==> config.mk <==
export PLATFORM = sky130hd
export DESIGN_NAME = solve_sequencer
export DESIGN_NICKNAME = d
export VERILOG_FILES = /design/src/rtl/solve_sequencer.sv
export SDC_FILE = /design/constraint.sdc
export NUM_CORES = 1
export LEC_CHECK = 0
export BUFFER_PORTS_ARGS = -buffer_cell sky130_fd_sc_hd__buf_2
export CAP_MARGIN = 20
export CORE_UTILIZATION = 30
export CTS_CLUSTER_DIAMETER = 80
export DETAILED_ROUTE_END_ITERATION = 6
export GPL_TIMING_DRIVEN = 0
export HOLD_SLACK_MARGIN = 0.1
export PLACE_DENSITY = 0.46
export SLEW_MARGIN = 20
export SYNTH_ARGS = -nofsm -noshare
export SYNTH_HDL_FRONTEND = slang
export SYNTH_SLANG_ARGS = --single-unit
==> constraint.sdc <==
create_clock -name clock -period 2.7 [get_ports clock]
set_clock_uncertainty 0.15 [all_clocks]
set_input_delay 0.54 -clock clock [delete_from_list [all_inputs] [get_ports clock]]
set_output_delay 0.54 -clock clock [all_outputs]
set_load 0.02 [all_outputs]
==> src/rtl/solve_sequencer.sv <==
// Run controller for the grid solver: turns a start key edge into a clear/launch
// sequence, supervises each attempt with a watchdog and retries with the next seed.
module solve_sequencer #(
    parameter int SEED_W    = 8,
    parameter int MAX_TRIES = 4,
    parameter int TIMEOUT   = 1048576,
    parameter int CYC_W     = 32
) (
    input  logic                             clock,
    input  logic                             reset,
    input  logic                             start_req,
    input  logic [SEED_W-1:0]                seed_in,
    output logic                             grid_reset,
    output logic                             grid_start,
    output logic [SEED_W-1:0]                grid_seed,
    input  logic                             grid_done,
    input  logic                             grid_success,
    output logic                             busy,
    output logic                             done,
    output logic                             success,
    output logic                             timed_out,
    output logic [$clog2(MAX_TRIES+1)-1:0]   attempts,
    output logic [CYC_W-1:0]                 cycles
);

    localparam int AT_W = $clog2(MAX_TRIES + 1);
    localparam int WD_W = $clog2(TIMEOUT);
    localparam logic [AT_W-1:0] LAST_TRY = AT_W'(MAX_TRIES);
    localparam logic [WD_W-1:0] WD_LAST  = WD_W'(TIMEOUT - 1);

    typedef enum logic [2:0] {
        S_IDLE,
        S_CLEAR,
        S_LAUNCH,
        S_WAIT,
        S_RETRY,
        S_REPORT
    } state_t;

    state_t          state_reg;
    logic            clear_cnt_reg;
    logic [WD_W-1:0] watchdog_reg;
    logic            start_q;
    logic            start_edge;

    // start_q resets high so a key held down through reset cannot launch a run
    assign start_edge = start_req & ~start_q;

    always_ff @(posedge clock) begin
        if (!reset) begin
            state_reg     <= S_IDLE;
            clear_cnt_reg <= 1'b0;
            watchdog_reg  <= '0;
            start_q       <= 1'b1;
            grid_reset    <= 1'b1;
            grid_start    <= 1'b0;
            grid_seed     <= '0;
            busy          <= 1'b0;
            done          <= 1'b0;
            success       <= 1'b0;
            timed_out     <= 1'b0;
            attempts      <= '0;
            cycles        <= '0;
        end else begin
            start_q    <= start_req;
            grid_start <= 1'b0;

            // busy mirrors the current state, so this counts cycles spent busy
            if (busy && (cycles != {CYC_W{1'b1}})) begin
                cycles <= cycles + CYC_W'(1);
            end

            case (state_reg)
                S_IDLE, S_REPORT: begin
                    grid_reset <= 1'b0;
                    if (start_edge) begin
                        grid_seed     <= seed_in;
                        attempts      <= AT_W'(1);
                        cycles        <= '0;
                        done          <= 1'b0;
                        success       <= 1'b0;
                        timed_out     <= 1'b0;
                        busy          <= 1'b1;
                        grid_reset    <= 1'b1;
                        clear_cnt_reg <= 1'b0;
                        state_reg     <= S_CLEAR;
                    end
                end
                S_CLEAR: begin
                    if (clear_cnt_reg) begin
                        grid_reset <= 1'b0;
                        grid_start <= 1'b1;
                        state_reg  <= S_LAUNCH;
                    end else begin
                        clear_cnt_reg <= 1'b1;
                    end
                end
                S_LAUNCH: begin
                    watchdog_reg <= '0;
                    state_reg    <= S_WAIT;
                end
                S_WAIT: begin
                    watchdog_reg <= watchdog_reg + WD_W'(1);
                    // a finished solver beats a watchdog expiry on the same cycle
                    if (grid_done) begin
                        timed_out <= 1'b0;
                        if (grid_success) begin
                            success   <= 1'b1;
                            done      <= 1'b1;
                            busy      <= 1'b0;
                            state_reg <= S_REPORT;
                        end else begin
                            state_reg <= S_RETRY;
                        end
                    end else if (watchdog_reg == WD_LAST) begin
                        timed_out <= 1'b1;
                        state_reg <= S_RETRY;
                    end
                end
                S_RETRY: begin
                    if (attempts == LAST_TRY) begin
                        success   <= 1'b0;
                        done      <= 1'b1;
                        busy      <= 1'b0;
                        state_reg <= S_REPORT;
                    end else begin
                        grid_seed     <= grid_seed + SEED_W'(1);
                        attempts      <= attempts + AT_W'(1);
                        grid_reset    <= 1'b1;
                        clear_cnt_reg <= 1'b0;
                        state_reg     <= S_CLEAR;
                    end
                end
                default: begin
                    grid_reset <= 1'b1;
                    busy       <= 1'b0;
                    state_reg  <= S_IDLE;
                end
            endcase
        end
    end

endmodule

==> summary.md, run 1 <==
| Metric | Value |
|---|---|
| Largest net degree at the start of global routing | 12 |
| Worst r2r dst | grid_reset |
| First-pass GRT wire length | 18,290 µm |
| Fill cell count | roughly 1,300 |
| Type of the worst setup path | flip-flop to flip-flop |
| Hold Path Stages | 2 |
| Site row count | 40 |
| Dpl hpwl | 8176 µm |
| Crit. End Element | flip-flop |
| Critical Path Fanout Max | 10 |
| DRT Pass-1 Iters | 4 |
| DR WL/cell | about 15 µm |
| Initial DRC count | ~270 |
| Post-Syn Area per Cell | roughly 7.8 µm² |
| Initial antenna violation count | 0 |
| CP startpoint kind | flip-flop |
| Tot Pwr | 0.002562 W |
| Minimum clock period | between 2000 and 2500 ps |
| #FFs+latches synth | 74 |
| Initial Utilization | between 30% and 40% |
| R2r worst-path depth | 6 |
| Max cap viols | 0 |
| Post-route cell area | 0.004623 mm² |
| Max Buffers Root-to-Sink | 2 |
| H-tree depth | 3 |
| Synth area leader | dfxtp_1 |
| Core region area | 0.01221 mm² |
| Critical Path, Cell by Cell | clkbuf_1 > nor3b_1 > nand3_1 > a21oi_1 > a41o_1 > nand2_1 |
| Hold crit path type | input port to flip-flop |
| Ys async rst share | 0% |
| DRT Wirelength | around 11,000 µm |
| FF-to-FF Start | state_reg[2] |
| Internal reg-to-reg setup slack | between 200 and 250 ps |
| Syn nets | ~500 |
| CP max stage cell | nor3b_1 |
| Register area share after synthesis | between 30% and 40% |
| Slew margin rel. | a little under half |
| Skew-Pair Late Insertion Delay | between 300 and 400 ps |
| ANT nets after route | 0 |
| Die Wd | around 120 µm |
| Drt via density | 5.295 |
| GRT Total Usage | 18.07% |
| Synth warnings | 0 |
| Gr ovfl total | 0 |
| Post-synth top area share | between 30 and 40% |
| RSZ-0062 raised after global routing | no |
| Root Buffer | clkbuf_16 |
| Gpl congestion | 0.7889 |
| Placed inst area | roughly 0.0043 mm² |
| P&R area growth vs syn | 20.59% |
| TritonCTS clock tree | yes |
| Gate Count Post-Synth | a little under 500 |
| Worst endpoint required time | about 2800 ps |
| Fin. Hold Viols | 0 |
| Tcrit/Tclk final | between 90 and 100% |
| Layout cells sized above 1 | 15.70% |
| IO Pins | 62 |
| Setup violators final | 0 |
| Pwr Density | around 550 mW/mm² |
| Slew Viols, Final | 0 |
| CP startpoint | state_reg[2] |
| Post-layout nets | between 500 and 600 |
| CP max stage delay | about 700 ps |
| Clock Sinks | 74 |
| Synth Flop Type | dfxtp_1 |
| Chip Height | between 100 and 150 µm |
| Ant diodes | 0 |
| Number of flops mapped to enable cells by yosys | 0 |
| Max IR drop VDD | between 0.2 and 0.25 mV |
| Leak pwr | roughly 1.7 nW |
| Status | completed |
| Worst Tran Pin Value | 783.8 ps |
| Max Clk Rate | ~400 MHz |
| Worst path arrival time | between 2000 and 3000 ps |
| Mapped cell area | roughly 0.0038 mm² |
| Die Footprint | roughly 0.013 mm² |
| Clk slew on worst S/H paths | 60 ps |
| DR vias | between 3,000 and 4,000 |
| Yosys cell types | between 50 and 60 |
| Synth top area cells | dfxtp_1, a21oi_1, nand2_1 |
| DRC viols | 0 |
| Vias in the first global route | 3,522 |
| Largest register FFs | 32 |
| CTS buffer count | 9 |
| Hold WS | around 280 ps |
| Worst Setup EP | grid_reset |
| Number of port buffers | 60 |
-- per-layer routing --
| metal | vias up | global-route usage [%] | share of wire, % |
|---|---|---|---|
| met5 | - | 0 | 0 |
| met4 | 0 | 6.753 | 1.1 |
| met3 | 9 | 3.321 | 3.7 |
| met2 | 92 | 28.55 | 45 |
| met1 | 1821 | 24.49 | 50 |
| li1 | 1970 | - | - |
-- cell type report --
type	instances	area, µm²	share of cell area, %
inverter	18	67.56	1.461
clock inverter	2	12.51	0.2706
multi-input combinational	377	2205	47.69
tap	168	210.2	4.547
sequential	74	1481	32.04
clock buffer	14	254.0	5.494
buffer	21	85.08	1.840
timing repair buffer	61	307.8	6.658
-- cell usage after synthesis, drive strengths merged, types with 5 or more instances --
cell	number
o31ai	5
nand2b	5
dfxtp	74
nand4	18
nor4	9
ha	5
clkbuf	18
o21ai	31
nor2	35
a21oi	54
inv	18
and4	6
and3	10
nor3	15
o211ai	8
nand3	22
or3	26
xnor2	5
or4	8
a211oi	5
nand2	57
nor2b	5
-- report_power, final --
| group | switching, W | internal [W] |
|---|---|---|
| registers | 0.0000388 | 0.00112 |
| logic | 0.000201 | 0.000102 |
| clock network | 0.000448 | 0.000647 |
| total | 0.000687 | 0.00187 |
-- repair_timing --
action / 4_1_cts / 5_1_grt
cloned: 0 / 0
resized for setup: 2 / 4
setup buffers: 1 / 0
pin swaps: 1 / 1
hold buffers: 0 / 0
endpoints found under the setup margin: 22 / 12
-- worst min-delay path by stage --
stage | from | end
after floorplan | watchdog_reg[5] | watchdog_reg[5]
after CTS | start_req | start_q
final | grid_done | timed_out
after global routing | grid_done | timed_out
after detailed placement | grid_seed[7] | grid_seed[7]
after global placement | grid_seed[7] | grid_seed[7]
-- critical path, delay by kind of cell, from the launching register on --
family | cells | cell delay [ps]
AND/OR/NAND/NOR | 3 | 1150
flip-flops | 1 | 390
buffers and inverters | 1 | 340
AO/OA/AOI/OAI | 2 | 330
-- cells by family after synthesis --
| kind of cell | share of synthesized area [%] |
|---|---|
| AOI/OAI and AO/OA | 21.08 |
| xor gates and xnor gates | 2.056 |
| adders and majority gates | 1.893 |
| buffers and inverters | 3.851 |
| DFF | 38.64 |
| muxes | 1.110 |
| and+or+nand+nor | 31.36 |
-- per-stage QoR --
step,setup slack [ps],util [%],setup TNS [ps],instances
final,211.5,37.86,0,735
after CTS,141.7,37.84,0,735
after detailed placement,-341.3,35.57,-5782,718
after floorplan,296.4,-,0,490
after global placement,-337.6,35.57,-6079,718
after global routing,8.586,37.86,0,735
-- cell usage in the layout, fill, tap and decap left out, types with 3 or more instances in the layout --
cell type / synthesis / layout
nand2b_1: 5 / 5
and2_1: 3 / 3
a31oi_1: 3 / 3
or3_1: 26 / 26
a41o_1: 3 / 3
nor2b_1: 5 / 5
nand3_1: 22 / 22
o31ai_1: 5 / 5
o21ai_0: 31 / 31
inv_1: 17 / 17
a211oi_1: 5 / 5
o21a_1: 4 / 4
nor3_1: 15 / 15
and3_1: 10 / 10
ha_1: 5 / 5
nor4_1: 8 / 8
nand4_1: 17 / 17
and4_1: 6 / 6
nand2_1: 57 / 57
xnor2_1: 5 / 5
xor2_1: 4 / 4
clkbuf_16: 0 / 9
buf_2: 0 / 62
dfxtp_1: 74 / 74
or4_1: 8 / 8
a21oi_1: 54 / 54
nor2_1: 35 / 35
clkbuf_1: 17 / 19
clkbuf_2: 1 / 3
o211ai_1: 8 / 8
Power figures use the tool's default switching activity.
==> inputs of run 2 (changes only) <==
--- a/config.mk
+++ b/config.mk
@@ -7,12 +7,14 @@
 export LEC_CHECK = 0
 export BUFFER_PORTS_ARGS = -buffer_cell sky130_fd_sc_hd__buf_2
 export CAP_MARGIN = 20
+export CELL_PAD_IN_SITES_DETAIL_PLACEMENT = 0
+export CELL_PAD_IN_SITES_GLOBAL_PLACEMENT = 1
 export CORE_UTILIZATION = 30
 export CTS_CLUSTER_DIAMETER = 80
 export DETAILED_ROUTE_END_ITERATION = 6
 export GPL_TIMING_DRIVEN = 0
 export HOLD_SLACK_MARGIN = 0.1
-export PLACE_DENSITY = 0.46
+export PLACE_DENSITY = 0.59
 export SLEW_MARGIN = 20
 export SYNTH_ARGS = -nofsm -noshare
 export SYNTH_HDL_FRONTEND = slang
==> summary.md, run 2 (synthesis results as in run 1) <==
| Metric | Value |
|---|---|
| DR vias | around 3,900 |
| Vias in the first global route | between 3,000 and 4,000 |
| Initial antenna violation count | 0 |
| Gpl congestion | about 0.8 |
| First-pass GRT wire length | approximately 19,000 µm |
| Ant diodes | 0 |
| Status | completed |
| Max Buffers Root-to-Sink | 2 |
| H-tree depth | 3 |
| DRT Wirelength | roughly 12,000 µm |
| Post-layout nets | between 500 and 600 |
| Max Clk Rate | 397.5 MHz |
| Dpl hpwl | approximately 8500 µm |
| Die Wd | 115.0 µm |
| Critical Path Fanout Max | 10 |
| Drt via density | roughly 5.3 |
| Clk slew on worst S/H paths | around 60 ps |
| Slew Viols, Final | 0 |
| Site row count | 40 |
| Root Buffer | clkbuf_16 |
| CTS buffer count | 9 |
| Critical Path, Cell by Cell | nand4_2 > nor4_1 > a31o_2 > clkbuf_1 > o21ai_0 > a21oi_1 |
| Crit. End Element | flip-flop |
| Worst r2r dst | cycles[9] |
| Chip Height | 115.0 µm |
| Skew-Pair Late Insertion Delay | 340 ps |
| Layout cells sized above 1 | about 17% |
| DRC viols | 0 |
| TritonCTS clock tree | yes |
| Core region area | ~0.012 mm² |
| Worst Tran Pin Value | between 800 and 900 ps |
| Internal reg-to-reg setup slack | 180 ps |
| Worst Setup EP | cycles[9] |
| Critical path buffer and inverter count | 1 |
| Setup tns final | 0 ps |
| Post-CTS Hold Buffers | 0 |
| Initial DRC count | about 190 |
| Largest net degree at the start of global routing | 13 |
| Initial Utilization | a little under a third |
| Worst path arrival time | approximately 2600 ps |
| Number of port buffers | 60 |
| Setup violators final | 0 |
| Gr ovfl total | 0 |
| Largest register FFs | 32 |
| Die Footprint | approximately 0.013 mm² |
| GRT Total Usage | 19.20% |
| Pwr Density | about 600 mW/mm² |
| DR WL/cell | 16.02 µm |
| P&R area growth vs syn | 22.81% |
| Max cap viols | 0 |
| R2r worst-path depth | 6 |
| Non-Filler Instances | between 700 and 800 |
| Slew margin rel. | between 40% and 50% |
| Commonest non-fill, non-tap cell in the layout | dfxtp_1 |
| CP delay by family, top | simple AND/OR/NAND/NOR gates |
| Dpl cells | roughly 720 |
| CP max stage delay | around 710 ps |
| Type of the worst setup path | flip-flop to flip-flop |
| Minimum clock period | about 2500 ps |
| Max IR drop VDD | roughly 0.22 mV |
| FF-to-FF Start | cycles[12] |
| ANT nets after route | 0 |
| Core Util, Final | 38.56% |
| Fin. Hold Viols | 0 |
| CP startpoint kind | flip-flop |
| Worst endpoint required time | around 2800 ps |
| CP startpoint | cycles[12] |
| Clock Sinks | 74 |
| DRT Pass-1 Iters | 4 |
| Commonest non-fill, non-tap cells in the layout | dfxtp_1, buf_2, nand2_1 |
| Stages on the worst setup path | 6 |
| Hold crit path type | input port to flip-flop |
| PnR worst setup slack | about 180 ps |
| IO Pins | just over 60 |
| Leak pwr | about 1.7 nW |
| Tcrit/Tclk final | 93.18% |
| CP max stage cell | nor4_1 |
| Pre-CTS setup slack | -380.2 ps |
-- run 2: changes by cell type in the layout (fill, tap and decap cells not counted) --
cell / before / now
clkbuf_1: 19 / 15
bufinv_16: 0 / 2
clkbuf_8: 1 / 3
buf_4: 1 / 2
nor3b_1: 2 / 1
nor3b_2: 0 / 1
-- run 2: worst min-delay path by stage --
stage / start / to / slack [ps] / depth (start not counted)
6_report: grid_done / timed_out / 260 / 2
5_1_grt: grid_done / timed_out / 270 / 2
4_1_cts: grid_done / timed_out / 250 / 2
3_5_place_dp: grid_seed[7] / grid_seed[7] / 320 / 2
3_3_place_gp: grid_seed[7] / grid_seed[7] / 320 / 2
2_1_floorplan: watchdog_reg[5] / watchdog_reg[5] / 310 / 1
-- run 2: worst register-to-register path, stage by stage (launching register included) --
cell	delay [ps]
dfxtp_1	470
nand4_2	200
nor4_1	710
a31o_2	280
clkbuf_1	350
o21ai_0	160
a21oi_1	130
-- run 2: stage by stage --
stage               area (µm²)  hold WS [ps]  power (W)
finish                    4708         259.4   0.002844
global route              4708         270.3   0.002975
CTS                       4687         247.3   0.002881
detailed placement        4344         318.8   0.001490
global placement          4344         315.2   0.001489
floorplan                 3834         309.3   0.001384
-- run 2: what timing repair did --
action,in CTS,in global routing
pin swaps,0,2
endpoints found under the setup margin,22,13
gates resized for setup,3,3
buffers inserted,0,2
-- run 2: final cells by class --
| class | instances | area, µm² |
|---|---|---|
| fill | 1310 | 7503 |
| buffer | 21 | 85.08 |
| tap | 168 | 210.2 |
| sequential | 74 | 1481 |
| clock buffer | 12 | 266.5 |
| inverter | 18 | 67.56 |
| multi-input combinational | 377 | 2210 |
| clock inverter | 4 | 72.57 |
| timing repair buffer | 62 | 315.3 |
-- run 2: report_power, final --
group / switching, W / internal [W] / total (W)
clock: 0.000491 / 0.000884 / 0.00138
sequential: 0.0000392 / 0.00112 / 0.00116
combinational: 0.000203 / 0.000102 / 0.000305
total: 0.000733 / 0.00211 / 0.00284
-- run 2: layer usage --
metal,vias up,part of all wire (%),track usage [%]
met5,-,0,0
met1,1853,49,25.87
met2,89,44,29.52
met4,0,2.3,9.351
li1,1974,-,-
met3,20,4.7,3.479
